===== src/rtl/mem_port_arbiter_pkg.sv =====
// Shared core types: memory-port arbiter FSM states and port owner encoding.
package riscv_types;

    typedef enum logic [1:0] {
        ARB_IDLE,
        ARB_REQ,
        ARB_RESP
    } arb_state_t;

    typedef enum logic {
        OWN_IF,
        OWN_DM
    } arb_owner_t;

endpackage


===== src/rtl/mem_port_arbiter_sel.sv =====
// Owner select for the memory-port arbiter: DM over IF, optional IF starvation
// guard enabled by ARB_STARVE_GUARD_EN.
module mem_arb_sel
    import riscv_types::*;
#(
    parameter int MAX_STARVE = 4
) (
    input  logic       clk,
    input  logic       reset_n,
    input  logic       i_arb,
    input  logic       i_if_req,
    input  logic       i_dm_req,
    input  logic       i_if_gnt,
    input  logic       i_dm_gnt,
    output arb_owner_t o_owner
);

`ifdef ARB_STARVE_GUARD_EN
    localparam int CW = $clog2(MAX_STARVE + 1);

    logic [CW-1:0] r_starve;
    logic          w_force_if;

    assign w_force_if = i_if_req && (r_starve == CW'(MAX_STARVE));

    // Counts DM wins that left IF waiting; saturates at the forcing threshold.
    always_ff @(posedge clk or negedge reset_n) begin
        if (!reset_n) begin
            r_starve <= '0;
        end else if (i_if_gnt) begin
            r_starve <= '0;
        end else if (i_dm_gnt && i_if_req && (r_starve != CW'(MAX_STARVE))) begin
            r_starve <= r_starve + CW'(1);
        end else if (i_arb && !i_if_req) begin
            r_starve <= '0;
        end
    end

    always_comb begin
        o_owner = OWN_DM;
        if (w_force_if) begin
            o_owner = OWN_IF;
        end else if (i_if_req && !i_dm_req) begin
            o_owner = OWN_IF;
        end
    end
`else
    logic w_unused;

    assign o_owner  = (i_if_req && !i_dm_req) ? OWN_IF : OWN_DM;
    assign w_unused = ^{clk, reset_n, i_arb, i_if_gnt, i_dm_gnt};
`endif

endmodule


===== src/rtl/mem_port_arbiter.sv =====
// Shares one memory port between fetch (IF) and load/store (DM), one transaction
// in flight. IF starvation guard enabled by ARB_STARVE_GUARD_EN.
module mem_port_arbiter
    import riscv_types::*;
#(
    parameter int AW         = 32,
    parameter int DW         = 32,
    parameter int MAX_STARVE = 4
) (
    input  logic            clk,
    input  logic            reset_n,
    input  logic            if_req_i,
    input  logic [AW-1:0]   if_addr_i,
    output logic            if_gnt_o,
    output logic            if_rvalid_o,
    output logic [DW-1:0]   if_rdata_o,
    input  logic            dm_req_i,
    input  logic            dm_we_i,
    input  logic [DW/8-1:0] dm_be_i,
    input  logic [AW-1:0]   dm_addr_i,
    input  logic [DW-1:0]   dm_wdata_i,
    output logic            dm_gnt_o,
    output logic            dm_rvalid_o,
    output logic [DW-1:0]   dm_rdata_o,
    output logic            mem_req_o,
    output logic            mem_we_o,
    output logic [DW/8-1:0] mem_be_o,
    output logic [AW-1:0]   mem_addr_o,
    output logic [DW-1:0]   mem_wdata_o,
    input  logic            mem_gnt_i,
    input  logic            mem_rvalid_i,
    input  logic [DW-1:0]   mem_rdata_i,
    output logic            busy_o
);

    localparam int BW = DW / 8;

    arb_state_t      r_state, w_state_nxt;
    arb_owner_t      r_owner, w_sel_owner, w_owner;
    logic            r_we;
    logic [BW-1:0]   r_be;
    logic [AW-1:0]   r_addr;
    logic [DW-1:0]   r_wdata;
    logic            w_any_req, w_arb, w_gnt, w_if_gnt, w_dm_gnt;
    logic            w_pl_we;
    logic [BW-1:0]   w_pl_be;
    logic [AW-1:0]   w_pl_addr;
    logic [DW-1:0]   w_pl_wdata;

    // Requests are masked during reset so every control output reads 0.
    assign w_any_req = reset_n && (if_req_i || dm_req_i);
    assign w_arb     = (r_state == ARB_IDLE) && w_any_req;

    mem_arb_sel #(
        .MAX_STARVE(MAX_STARVE)
    ) u_sel (
        .clk      (clk),
        .reset_n  (reset_n),
        .i_arb    (w_arb),
        .i_if_req (if_req_i),
        .i_dm_req (dm_req_i),
        .i_if_gnt (w_if_gnt),
        .i_dm_gnt (w_dm_gnt),
        .o_owner  (w_sel_owner)
    );

    assign w_pl_we    = (w_sel_owner == OWN_DM) ? dm_we_i    : 1'b0;
    assign w_pl_be    = (w_sel_owner == OWN_DM) ? dm_be_i    : '1;
    assign w_pl_addr  = (w_sel_owner == OWN_DM) ? dm_addr_i  : if_addr_i;
    assign w_pl_wdata = (w_sel_owner == OWN_DM) ? dm_wdata_i : '0;

    always_ff @(posedge clk or negedge reset_n) begin
        if (!reset_n) begin
            r_state <= ARB_IDLE;
            r_owner <= OWN_DM;
        end else begin
            r_state <= w_state_nxt;
            if (w_arb) begin
                r_owner <= w_sel_owner;
            end
        end
    end

    // Payload snapshot keeps REQ stable even if a requester misbehaves.
    always_ff @(posedge clk) begin
        if (w_arb) begin
            r_we    <= w_pl_we;
            r_be    <= w_pl_be;
            r_addr  <= w_pl_addr;
            r_wdata <= w_pl_wdata;
        end
    end

    always_comb begin
        w_state_nxt = r_state;
        w_owner     = r_owner;
        w_gnt       = 1'b0;
        mem_req_o   = 1'b0;
        mem_we_o    = 1'b0;
        mem_be_o    = '0;
        mem_addr_o  = '0;
        mem_wdata_o = '0;
        if_rvalid_o = 1'b0;
        dm_rvalid_o = 1'b0;
        case (r_state)
            ARB_IDLE: begin
                if (w_any_req) begin
                    w_owner     = w_sel_owner;
                    mem_req_o   = 1'b1;
                    mem_we_o    = w_pl_we;
                    mem_be_o    = w_pl_be;
                    mem_addr_o  = w_pl_addr;
                    mem_wdata_o = w_pl_wdata;
                    w_gnt       = mem_gnt_i;
                    w_state_nxt = mem_gnt_i ? ARB_RESP : ARB_REQ;
                end
            end
            ARB_REQ: begin
                mem_req_o   = 1'b1;
                mem_we_o    = r_we;
                mem_be_o    = r_be;
                mem_addr_o  = r_addr;
                mem_wdata_o = r_wdata;
                w_gnt       = mem_gnt_i;
                if (mem_gnt_i) begin
                    w_state_nxt = ARB_RESP;
                end
            end
            ARB_RESP: begin
                if (mem_rvalid_i) begin
                    if_rvalid_o = (r_owner == OWN_IF);
                    dm_rvalid_o = (r_owner == OWN_DM);
                    w_state_nxt = ARB_IDLE;
                end
            end
            default: begin
                w_state_nxt = ARB_IDLE;
            end
        endcase
    end

    assign w_if_gnt   = w_gnt && (w_owner == OWN_IF);
    assign w_dm_gnt   = w_gnt && (w_owner == OWN_DM);
    assign if_gnt_o   = w_if_gnt;
    assign dm_gnt_o   = w_dm_gnt;
    assign if_rdata_o = mem_rdata_i;
    assign dm_rdata_o = mem_rdata_i;
    assign busy_o     = (r_state != ARB_IDLE);

endmodule


===== config.mk =====
export PLATFORM = sky130hd
export DESIGN_NAME = mem_port_arbiter
export DESIGN_NICKNAME = d
export VERILOG_FILES = /design/src/rtl/mem_port_arbiter_pkg.sv /design/src/rtl/mem_port_arbiter_sel.sv /design/src/rtl/mem_port_arbiter.sv
export SDC_FILE = /design/constraint.sdc
export NUM_CORES = 1
export LEC_CHECK = 0
export CAP_MARGIN = 30
export CORE_AREA = 8 8 101 103
export CTS_CLUSTER_DIAMETER = 80
export DETAILED_ROUTE_END_ITERATION = 10
export DIE_AREA = 0 0 109 111
export DONT_BUFFER_PORTS = 1
export PLACE_DENSITY = 0.7
export SLEW_MARGIN = 40
export SYNTH_ARGS = -nofsm -noshare
export SYNTH_HDL_FRONTEND = slang
export SYNTH_SLANG_ARGS = --single-unit

===== constraint.sdc =====
create_clock -name clk -period 4.11 [get_ports clk]
set_input_delay 0.822 -clock clk [delete_from_list [all_inputs] [get_ports clk]]
set_output_delay 0.822 -clock clk [all_outputs]
set_load 0.02 [all_outputs]

==> flow_metrics.env, run 1 <==
export IMPL_synth_cell_types=32
export IMPL_grt_overflow_total=0
export IMPL_num_rows=34
export IMPL_hpwl_mm=7.62
export IMPL_synth_edf_count=69
export IMPL_pwr_share_seq_pct=44.6
export IMPL_synthArstFlopShare_pct=4.17
export IMPL_area_growth_pct=-3.46
export IMPL_die_w_um=109
export IMPL_comb_power_share_pct=21.1
export IMPL_placed_cells=346
export IMPL_synth_net_count=456
export IMPL_cts_resized_gates=0
export IMPL_grt_pass1_wl_mm=14.6
export IMPL_synth_area_um2=4300
export IMPL_worst_slew_pin_slew_ns=0.733
export IMPL_port_buffer_count=0
export IMPL_arrival_ns=2.27
export IMPL_finalSetupViolCount=0
export IMPL_post_cts_buffers=0
export IMPL_power_mw=2.04
export IMPL_outcome="complete, no violations"
export IMPL_worstSetupPathType="flop to primary output"
export IMPL_drive_gt1_share_pct=32.7
export IMPL_hold_viol=0
export IMPL_cts_buffers=9
export IMPL_clk_path_buf_depth=2
export IMPL_place_gp_congestion=0.793
export IMPL_p_sw_mw=0.565
export IMPL_drtIter0Drc=112
export IMPL_drt_first_pass_iters=4
export IMPL_maxSlewViolCount=0
export IMPL_vias=2257
export IMPL_grt_setup_unrepaired="no"
export IMPL_worstPathMaxFanout=31
export IMPL_hold_class="input port to asynchronous set/reset pin"
export IMPL_instances_no_fill=363
export IMPL_grt_pass1_vias=2416
export IMPL_relSlewSlack_pct=51.0
export IMPL_critical_path_required_ns=3.29
export IMPL_p_per_area_nw_per_um2=490
export IMPL_route_detailed_drc=0
export IMPL_synth_flop_cell="edfxtp_1"
export IMPL_clkPwrFrac_pct=34.3
export IMPL_root_buffer="clkbuf_8"
export IMPL_core_area_um2=8550
export IMPL_ys_seq_elements=72
export IMPL_fin_skew_ns=0.00714
export IMPL_endpoint_kind="primary output"
export IMPL_htree_levels=3
export IMPL_final_cell_mix="a22o_1, edfxtp_1, mux2_4"
export IMPL_grt_total_usage_pct=16.0
export IMPL_maxCapViolCount=0
export IMPL_grt_max_degree=67
export IMPL_cts_tree="yes"
export IMPL_period_minus_slack_ns=3.09
export IMPL_fmax_ghz=0.324
export IMPL_worstSkewPairLatency_ns=0.33
export IMPL_holdBufCountCts=0
export IMPL_yosysSeqAreaShare_pct=49.9
export IMPL_synth_warnings=0
export IMPL_via_per_inst=6.22
export IMPL_fp_dieArea_um2=12100
export IMPL_nNetsFinal=388
export IMPL_initial_core_util_pct=50.3
export IMPL_min_period_over_period_pct=75.2
export IMPL_start_kind="flop"
export IMPL_ir_drop_mv=0.181
export IMPL_clkTransAtPathRegs_ns=0.08
export IMPL_syn_inst=317
export IMPL_power_switching_share_pct=27.8
export IMPL_antenna_left=0
export IMPL_rrSetupSlack_ns=2.23
export IMPL_p_int_mw=1.47
export IMPL_fin_tns_setup_ns=0
export IMPL_leakage_nw=1.55
export IMPL_dieHeight_um=111
export IMPL_cts_sinks=72
export IMPL_drt_wl_total_mm=10.0
export IMPL_ios=278
export IMPL_syn_avg_cell_area_um2=13.6
export IMPL_wire_per_inst_um=27.6
export IMPL_antenna_found_initial=1
## power groups by stage
stage | registers (mW) | logic, mW | clock network (mW)
6_report | 0.909 | 0.430 | 0.699
5_1_grt | 0.915 | 0.456 | 0.749
4_1_cts | 0.909 | 0.438 | 0.722
3_5_place_dp | 0.924 | 0.437 | 0
3_3_place_gp | 0.922 | 0.424 | 0
2_1_floorplan | 0.918 | 0.459 | 0
## flip-flops by register name, indices dropped and copies added (netlist names)
signal and cells:
r_addr 32, r_we 1, r_state 2, r_wdata 32, r_owner 1, r_be 4
## per-stage QoR
step,hold slack [ns],util (%),worst slack (ns),cell area [µm²]
final,0.171,48.6,1.02,4150
after CTS,0.145,48.6,0.986,4150
after global routing,0.135,48.6,0.906,4150
after detailed placement,0.527,45.6,1.22,3900
after global placement,0.527,45.3,1.24,3870
after floorplan,0.526,-,0.898,4300
## per-layer routing
metal / share of wire (%) / global-route usage [%] / vias to the layer above
met5: 0 / 0 / -
met4: 3.6 / 9.41 / 0
met3: 12 / 8.02 / 36
met2: 50 / 25.4 / 143
met1: 35 / 16.4 / 1087
li1: - / - / 991
## area by class of cell
type | count | area [µm²]
clock inverter | 5 | 103
multi-input combinational | 155 | 1500
fill | 733 | 4400
sequential | 72 | 2150
antenna | 1 | 2.50
tap | 108 | 135
timing repair buffer | 7 | 97.6
inverter | 4 | 15.0
clock buffer | 11 | 151
## critical path, cell delays in order, from the launching register on
cell	delay, ns
dfrtp_1	0.48
nor2_2	0.22
o211a_4	0.44
buf_4	0.39
a22o_1	0.38
## logic make-up (layout without fill, tap and decap cells)
| logic type | after synthesis | after routing | synth area share, % |
|---|---|---|---|
| buffers and inverters | 90 | 27 | 15.5 |
| AOI/OAI and AO/OA | 75 | 75 | 15.0 |
| DFF | 72 | 72 | 49.9 |
| and+or+nand+nor | 48 | 48 | 8.49 |
| muxes | 32 | 32 | 11.1 |
| other | 0 | 1 | 0 |
## cells in the mapped netlist (2+ instances only)
cell,instances,share of area (%)
inv_1,4,0.35
a22o_1,69,14
edfxtp_1,69,48
clkbuf_1,5,0.44
buf_2,9,1.0
clkbuf_4,2,0.35
mux2_4,31,11
and2_4,20,4.1
nand2b_1,5,0.73
buf_12,3,1.4
and2_2,3,0.52
buf_4,65,11
nor2_2,2,0.29
dfrtp_1,2,1.2
and2_1,11,1.6
## final timing paths
path,cells after the start,to,start
max,4,mem_wdata_o[19],r_state[1]$_DFFE_PN0P_
min,0,r_state[1]$_DFFE_PN0P_,reset_n
max reg2reg,3,r_wdata[29]$_DFFE_PP_,r_state[1]$_DFFE_PN0P_
min reg2reg,2,r_owner$_DFFE_PN1P_,r_owner$_DFFE_PN1P_
max in group asynchronous,0,r_owner$_DFFE_PN1P_,reset_n
min in group clk,1,r_state[1]$_DFFE_PN0P_,mem_rvalid_i
Note: power is estimated with default switching activity, not from simulation.
==> inputs of run 2 (changes only) <==
Clock period 4.11 ns to 3 ns, I/O delays scaled along.
==> flow_metrics.env, run 2 (synthesis gave the netlist of run 1 again) <==
export IMPL_grt_setup_unrepaired="no"
export IMPL_top_regs="r_addr: 32 flops, r_wdata: 32 flops, r_be: 4 flops"
export IMPL_dieHeight_um=111
export IMPL_grt_pass1_wl_mm=14.8
export IMPL_post_cts_buffers=0
export IMPL_port_buffer_count=0
export IMPL_worst_slew_pin_slew_ns=0.733
export IMPL_num_rows=34
export IMPL_p_int_mw=1.81
export IMPL_route_detailed_drc=0
export IMPL_worstPathMaxFanout=52
export IMPL_holdBufCountCts=1
export IMPL_final_cell_mix="a22o_1, edfxtp_1, mux2_4"
export IMPL_fin_tns_setup_ns=0
export IMPL_grt_pass1_vias=2463
export IMPL_ios=278
export IMPL_cts_resized_gates=0
export IMPL_via_per_inst=6.19
export IMPL_cts_buffers=9
export IMPL_nNetsFinal=389
export IMPL_p_per_area_nw_per_um2=632
export IMPL_outcome="complete, no violations"
export IMPL_initial_core_util_pct=50.3
export IMPL_leakage_nw=1.53
export IMPL_maxCapViolCount=0
export IMPL_fp_dieArea_um2=12100
export IMPL_wire_per_inst_um=27.9
export IMPL_arrival_ns=2.07
export IMPL_maxSlewViolCount=0
export IMPL_fin_hold_ws_ns=0.0900
export IMPL_drt_first_pass_iters=4
export IMPL_antenna_found_initial=2
export IMPL_path_cells="nor2_2 > o211a_4 > buf_12 > a22o_1"
export IMPL_hold_class="input port to asynchronous set/reset pin"
export IMPL_area_growth_pct=-4.16
export IMPL_grt_total_usage_pct=16.3
export IMPL_core_area_um2=8550
export IMPL_min_period_over_period_pct=89.1
export IMPL_fmax_ghz=0.374
export IMPL_endpoint_kind="primary output"
export IMPL_root_buffer="clkbuf_8"
export IMPL_hpwl_mm=7.63
export IMPL_htree_levels=3
export IMPL_drive_gt1_share_pct=32.2
export IMPL_period_minus_slack_ns=2.67
export IMPL_cts_sinks=72
export IMPL_cp_top_family="compound AO/OA/AOI/OAI gates"
export IMPL_clk_path_buf_depth=2
export IMPL_fin_skew_ns=0.0146
export IMPL_comb_power_share_pct=22.8
export IMPL_start_kind="flop"
export IMPL_place_gp_congestion=0.742
export IMPL_worstSetupPathType="flop to primary output"
export IMPL_grt_overflow_total=0
export IMPL_clkPwrFrac_pct=29.5
export IMPL_die_w_um=109
export IMPL_cts_tree="yes"
export IMPL_vias=2252
export IMPL_critPathBufInv=1
export IMPL_drtIter0Drc=81
export IMPL_worstSkewPairLatency_ns=0.34
export IMPL_nFillCells=737
export IMPL_crit_slowest_cell="dfrtp_1"
export IMPL_relSlewSlack_pct=51.0
export IMPL_grt_max_degree=53
export IMPL_drt_wl_total_mm=10.2
export IMPL_power_switching_share_pct=30.4
export IMPL_critical_path_required_ns=2.40
export IMPL_max_stage_delay_ns=0.48
export IMPL_clkTransAtPathRegs_ns=0.08
export IMPL_hold_viol=0
export IMPL_pwr_share_seq_pct=47.8
export IMPL_finalSetupViolCount=0
export IMPL_antenna_left=0
export IMPL_final_core_util_pct=48.2
export IMPL_p_sw_mw=0.793
export IMPL_ir_drop_mv=0.246
[run 2: power by group through the flow]
stage	registers [mW]	logic, mW	clock network, mW
5_1_grt	1.25	0.631	0.823
3_3_place_gp	1.26	0.592	0
6_report	1.24	0.593	0.768
2_1_floorplan	1.26	0.629	0
4_1_cts	1.25	0.605	0.795
3_5_place_dp	1.27	0.604	0
[run 2: layer usage]
metal	global-route usage, %	routed length (µm)	vias up	share of wire [%]
li1	-	-	996	-
met4	7.95	311	2	3.1
met3	8.72	1110	34	11
met1	16.2	3620	1084	36
met5	0	13	-	0.13
met2	26.8	5100	136	50
[run 2: final timing paths]
check / from / end / slack [ns] / cells after the start
max: r_state[1]$_DFFE_PN0P_ / mem_addr_o[18] / 0.33 / 4
min: reset_n / r_owner$_DFFE_PN1P_ / 0.09 / 0
max reg2reg: r_state[1]$_DFFE_PN0P_ / r_addr[19]$_DFFE_PP_ / 1.27 / 3
min reg2reg: r_owner$_DFFE_PN1P_ / r_owner$_DFFE_PN1P_ / 0.68 / 2
max in group asynchronous: reset_n / r_state[1]$_DFFE_PN0P_ / 2.37 / 1
min in group clk: mem_rvalid_i / r_state[1]$_DFFE_PN0P_ / 0.39 / 1
[run 2: layout make-up]
type	instances	area, µm²	area share [%]
multi-input combinational	155	1500	36.4
inverter	4	15.0	0.364
clock inverter	6	68.8	1.67
tap	108	135	3.28
sequential	72	2150	52.1
timing repair buffer	8	125	3.03
antenna	1	2.50	0.0607
clock buffer	10	128	3.09
[run 2: worst register-to-register path, cell delays in order (launching register included)]
cell and delay (ns):
dfrtp_1 0.48, nor2_2 0.21, o211a_4 0.41, buf_12 0.30
[run 2: metrics by stage]
stage / setup slack [ns] / power (mW) / instances / cell area [µm²]
finish: 0.326 / 2.61 / 364 / 4120
global route: 0.195 / 2.71 / 364 / 4120
CTS: 0.286 / 2.64 / 363 / 4120
detailed placement: 0.679 / 1.87 / 346 / 3920
global placement: 0.752 / 1.86 / 346 / 3920
floorplan: 0.232 / 1.89 / 317 / 4300
